[config.mk]
export PLATFORM = sky130hd
export DESIGN_NAME = byte_register_load_controller
export DESIGN_NICKNAME = d
export VERILOG_FILES = /design/src/rtl/byte_register_load_controller.sv
export SDC_FILE = /design/constraint.sdc
export NUM_CORES = 1
export LEC_CHECK = 0
export ABC_AREA = 1
export BUFFER_PORTS_ARGS = -buffer_cell sky130_fd_sc_hd__buf_2
export CAP_MARGIN = 0
export CORE_MARGIN = 8
export CORE_UTILIZATION = 48
export CTS_BUF_LIST = sky130_fd_sc_hd__clkbuf_8
export DETAILED_ROUTE_END_ITERATION = 6
export GPL_TIMING_DRIVEN = 0
export MAX_ROUTING_LAYER = met4
export PLACE_DENSITY = 0.86
export SYNTH_ARGS = -nofsm -noshare
export SYNTH_HDL_FRONTEND = slang
export SYNTH_SLANG_ARGS = --single-unit
[constraint.sdc]
create_clock -name CLK -period 1.5 [get_ports CLK]
set_input_delay 0.225 -clock CLK [delete_from_list [all_inputs] [get_ports CLK]]
set_output_delay 0.225 -clock CLK [all_outputs]
set_load 0.005 [all_outputs]
[src/rtl/byte_register_load_controller.sv]
`default_nettype none
// ============================================================================
//  Module   : byte_register_load_controller
//  Purpose  : Sequences a byte_write_register. Bytes arriving on a valid/ready
//             handshake are steered into consecutive byte lanes (lane 0
//             first). Once every lane has been written the assembled word is
//             flagged with WORD_VALID and input is stalled until the consumer
//             acknowledges it with WORD_READY.
//  Ports    :
//    CLK             in   rising-edge clock
//    ARESET          in   asynchronous active-low reset
//    IN_VALID        in   input byte valid
//    IN_DATA         in   input byte
//    IN_READY        out  controller accepts IN_DATA this cycle
//    CLEAR           in   synchronous abort of the partial or held word
//    REG_ENABLE      out  byte_write_register ENABLE
//    REG_BYTE_NUM    out  byte_write_register BYTE_NUM (lane index)
//    REG_INPUT_VALUE out  byte_write_register INPUT_VALUE
//    WORD_VALID      out  all lanes written, register output is stable
//    WORD_READY      in   consumer takes the word
//    BUSY            out  at least one lane of the current word is written
//    WORDS_DONE      out  count of acknowledged words (wraps 255 -> 0)
//  Revision : 1.0  initial release
// ============================================================================
module byte_register_load_controller #(
    parameter int SIZE_IN_BYTES = 13,
    parameter int BYTE_NUM_SIZE = 4
) (
    input  logic                     CLK,
    input  logic                     ARESET,
    input  logic                     IN_VALID,
    input  logic [7:0]               IN_DATA,
    output logic                     IN_READY,
    input  logic                     CLEAR,
    output logic                     REG_ENABLE,
    output logic [BYTE_NUM_SIZE-1:0] REG_BYTE_NUM,
    output logic [7:0]               REG_INPUT_VALUE,
    output logic                     WORD_VALID,
    input  logic                     WORD_READY,
    output logic                     BUSY,
    output logic [7:0]               WORDS_DONE
);

    // ------------------------------------------------------------------------
    // Elaboration-time parameter sanity: the lane index must be able to
    // address every lane, and a single-lane word makes no sense here.
    // ------------------------------------------------------------------------
    generate
        if ((SIZE_IN_BYTES < 2) || (SIZE_IN_BYTES > (2 ** BYTE_NUM_SIZE))) begin : g_param_check
            $error("byte_register_load_controller: SIZE_IN_BYTES must be >= 2 and <= 2**BYTE_NUM_SIZE");
        end
    endgenerate

    // ------------------------------------------------------------------------
    // Constants
    // ------------------------------------------------------------------------
    localparam logic [0:0] c_st_fill = 1'b0;  // collecting lanes
    localparam logic [0:0] c_st_hold = 1'b1;  // word complete, waiting for ack

    localparam logic [BYTE_NUM_SIZE-1:0] c_last_lane = BYTE_NUM_SIZE'(SIZE_IN_BYTES - 1);
    localparam logic [BYTE_NUM_SIZE-1:0] c_lane_one  = BYTE_NUM_SIZE'(1);

    // ------------------------------------------------------------------------
    // State and next-state signals
    // ------------------------------------------------------------------------
    logic [0:0]               r_state;
    logic [BYTE_NUM_SIZE-1:0] r_idx;
    logic                     r_word_valid;
    logic                     r_busy;
    logic [7:0]               r_words_done;

    logic [0:0]               w_state_next;
    logic [BYTE_NUM_SIZE-1:0] w_idx_next;
    logic                     w_word_valid_next;
    logic                     w_busy_next;
    logic [7:0]               w_words_done_next;

    logic                     w_in_ready;
    logic                     w_accept;

    // ------------------------------------------------------------------------
    // Process 1: state register
    // ------------------------------------------------------------------------
    always_ff @(posedge CLK or negedge ARESET) begin
        if (!ARESET) begin
            r_state      <= c_st_fill;
            r_idx        <= '0;
            r_word_valid <= 1'b0;
            r_busy       <= 1'b0;
            r_words_done <= 8'd0;
        end else begin
            r_state      <= w_state_next;
            r_idx        <= w_idx_next;
            r_word_valid <= w_word_valid_next;
            r_busy       <= w_busy_next;
            r_words_done <= w_words_done_next;
        end
    end

    // ------------------------------------------------------------------------
    // Process 2: next-state logic. CLEAR overrides everything, including an
    // acknowledge in the same cycle, so the word counter only advances on a
    // genuine hand-over of a complete word.
    // ------------------------------------------------------------------------
    always_comb begin
        w_state_next      = r_state;
        w_idx_next        = r_idx;
        w_word_valid_next = r_word_valid;
        w_busy_next       = r_busy;
        w_words_done_next = r_words_done;

        if (CLEAR) begin
            w_state_next      = c_st_fill;
            w_idx_next        = '0;
            w_word_valid_next = 1'b0;
            w_busy_next       = 1'b0;
        end else begin
            case (r_state)
                c_st_fill: begin
                    if (w_accept) begin
                        w_busy_next = 1'b1;
                        if (r_idx == c_last_lane) begin
                            // Last lane lands on this edge; the register shows
                            // the complete word in the same cycle WORD_VALID rises.
                            w_idx_next        = '0;
                            w_state_next      = c_st_hold;
                            w_word_valid_next = 1'b1;
                        end else begin
                            w_idx_next = r_idx + c_lane_one;
                        end
                    end
                end
                c_st_hold: begin
                    if (r_word_valid && WORD_READY) begin
                        w_state_next      = c_st_fill;
                        w_word_valid_next = 1'b0;
                        w_busy_next       = 1'b0;
                        w_words_done_next = r_words_done + 8'd1;
                    end
                end
                default: begin
                    w_state_next      = c_st_fill;
                    w_idx_next        = '0;
                    w_word_valid_next = 1'b0;
                    w_busy_next       = 1'b0;
                end
            endcase
        end
    end

    // ------------------------------------------------------------------------
    // Process 3: outputs. The register write is the handshake itself, so
    // there is no latency between accept and lane write. Input is refused
    // for the whole of HOLD, including the acknowledge cycle.
    // ------------------------------------------------------------------------
    always_comb begin
        w_in_ready      = (r_state == c_st_fill) && !CLEAR;
        w_accept        = IN_VALID && w_in_ready;

        IN_READY        = w_in_ready;
        REG_ENABLE      = w_accept;
        REG_BYTE_NUM    = r_idx;
        REG_INPUT_VALUE = IN_DATA;
        WORD_VALID      = r_word_valid;
        BUSY            = r_busy;
        WORDS_DONE      = r_words_done;
    end

endmodule
`default_nettype wire

==> run metrics <==
Max Fclk 720.7 MHz; most frequent cell after synthesis nand2_1; Least-Margin Pin Slew 0.4184 ns; cell area power density 774.5 mW/mm2; accumulated negative setup slack 0 ns; ANT cells 0; share of the synthesized area in the top cell type 43.29%; GRT overflow 0; CTS clk-pin slew, worst paths 0.06 ns; Total Routing Usage GR 12.69%; H-tree Lvls 1; cts bufs inserted 3; final period utilization 92.51%; final setup violation count 0; first-pass GRT wire length 3.381 mm; Synth Flop Type dfrtp_1; critical path peak fanout 5; Nets 163; Slew HR 72.02%; core area 0.001708 mm2; Die Area 0.003422 mm2; Synth top cells by count nand2_1, dfrtp_1, nor2_1; fillcell total 157; TritonCTS Sinks 15; number of synthesized flops with an enable pin 0; RePlAce Congestion 0.8437; shortest period the worst path allows 1.388 ns; CTS tree built; number of global-route vias before repair 789; post-DP HPWL 1.610 mm; row cnt 15; drt drc 0; max-cap violation count 0; initial antenna violation count 0; Worst EP arrival 1.16 ns; Port Buf Inserts 28; routed wire length 1.974 mm; syn nets 129; dpl cells 166; share of cells above drive strength 1 31.51%; Place WS 0.2518 ns; initial core utilization 50.77%; Final Util 64.10%; startpoint types register; PnR Total Power 0.8480 mW; Root Driver clkbuf_8; clk_skew 0.0008454 ns; Die Y 58.50 um; Post-Syn Area 867.1 um2; die width 58.50 um; Worst VDD drop 553.2 uV; via/cell ratio 4.667; Synth Register Bits 15; Synth cell types 17; Setup Fix Bufs, Post-CTS 0; ys async rst share 100.0%; Clock Path Buffers 2; main area contributors after synthesis dfrtp_1, nand2_1, buf_4; YS warnings 0; via count 798; flop2flop setup slack 0.25 ns; post-synthesis sequential area ratio 43.29%; RSZ-0062 raised after global routing false; IO Pins 37; Worst Path Required 1.27 ns; CP endpoint kind output pin; final hold violation count 0; Final Non-Filler Cells 171; leakage 0.5995 nW; Hold Crit Class in -> reg; drt pass-1 iters 4; DRT iter0 DRCs 5; Avg WL per Cell 11.54 um; cells after synthesis 113; status finished, final reports clean; min setup slack post-route 0.1124 ns; Mean Syn Cell Area 7.673 um2; area grow syn2layout 26.26%; max-slew violations 0; Yosys top cell by area dfrtp_1; clk_lat worst skew 0.24 ns; largest net degree at the start of global routing 16; DRT antenna net count 0; Setup CP Type reg -> out
[routing by layer]
layer  GRT usage [%]  wire, um  part of all wire (%)
met5               -         0                     0
met4           4.196         4                  0.20
met3           3.261       101                   5.1
met2           22.05       987                    50
met1           13.74       880                    45
[layout by cell type (no fill, tap or decap)]
master and count:
a21oi_1 4, buf_2 28, buf_4 8, clkbuf_8 3
clkinv_2 1, dfrtp_1 15, dlygate4sd3_1 1, ha_1 3
inv_1 10, inv_2 2, nand2_1 38, nand2_2 1
nand2_4 1, nand3_1 9, nand4_1 1, nor2_1 11
nor3_4 1, o21ai_0 5, o21ai_2 1, xnor2_1 2
xor2_1 1
[state kept, by name, indices dropped and copies added (netlist names)]
signal / count
WORDS_DONE: 8
REG_BYTE_NUM: 4
BUSY: 1
WORD_VALID: 1
r_state: 1
[what timing repair did]
item,CTS,global route
endpoints found under the hold margin,15,0
hold buffers,1,0
resized for setup,0,0
endpoints found under the setup margin,0,0
[area by class of cell]
cell class / count / area [um2] / area share [%]
multi-input cells: 78 / 386.6 / 35.31
flip-flops and latches: 15 / 375.4 / 34.29
repair buffers: 29 / 150.1 / 13.71
plain buffers: 8 / 60.06 / 5.486
inverters: 12 / 45.04 / 4.114
clock buffers: 3 / 41.29 / 3.771
well taps: 25 / 31.28 / 2.857
clock inverters: 1 / 5.005 / 0.4571
[power breakdown]
group          switching [mW]  total (mW)  internal, mW  leakage, nW
Combinational          0.0508      0.0975        0.0468        0.368
Sequential            0.00913       0.424         0.415        0.206
Clock                   0.143       0.326         0.184       0.0255
[through the flow]
step	hold WS (ns)	area, um2
5_1_grt	0.3145	1095
6_report	0.2877	1095
3_5_place_dp	0.1494	1039
4_1_cts	0.2962	1095
2_1_floorplan	-0.07059	867.1
3_3_place_gp	0.1448	1039
[critical path: stages (launching register included)]
cell and delay, ns:
dfrtp_1 0.40, nor2_1 0.17, nand2_2 0.12, inv_1 0.11, buf_2 0.12
[path summary, 6_finish.rpt]
path	startpoint	endpoint	cells past startpoint
worst min register to register	WORD_VALID	WORD_VALID	2
worst max-delay path	r_state	REG_ENABLE	4
min in group asynchronous	ARESET	WORDS_DONE[6]	2
worst min-delay path	IN_VALID	BUSY	3
worst max register to register	WORD_VALID	WORDS_DONE[2]	5
max in group asynchronous	ARESET	WORDS_DONE[7]	2
[logic make-up (layout without fill, tap and decap cells)]
| family | after synthesis | in the layout | share of synthesized area, % |
|---|---|---|---|
| adders and majority gates | 3 | 3 | 4.329 |
| DFF | 15 | 15 | 43.29 |
| buffers and inverters | 20 | 53 | 12.12 |
| xor gates and xnor gates | 3 | 3 | 3.031 |
| AOI/OAI and AO/OA | 10 | 10 | 6.205 |
| and+or+nand+nor | 62 | 62 | 31.03 |
Power figures use the tool's default switching activity.
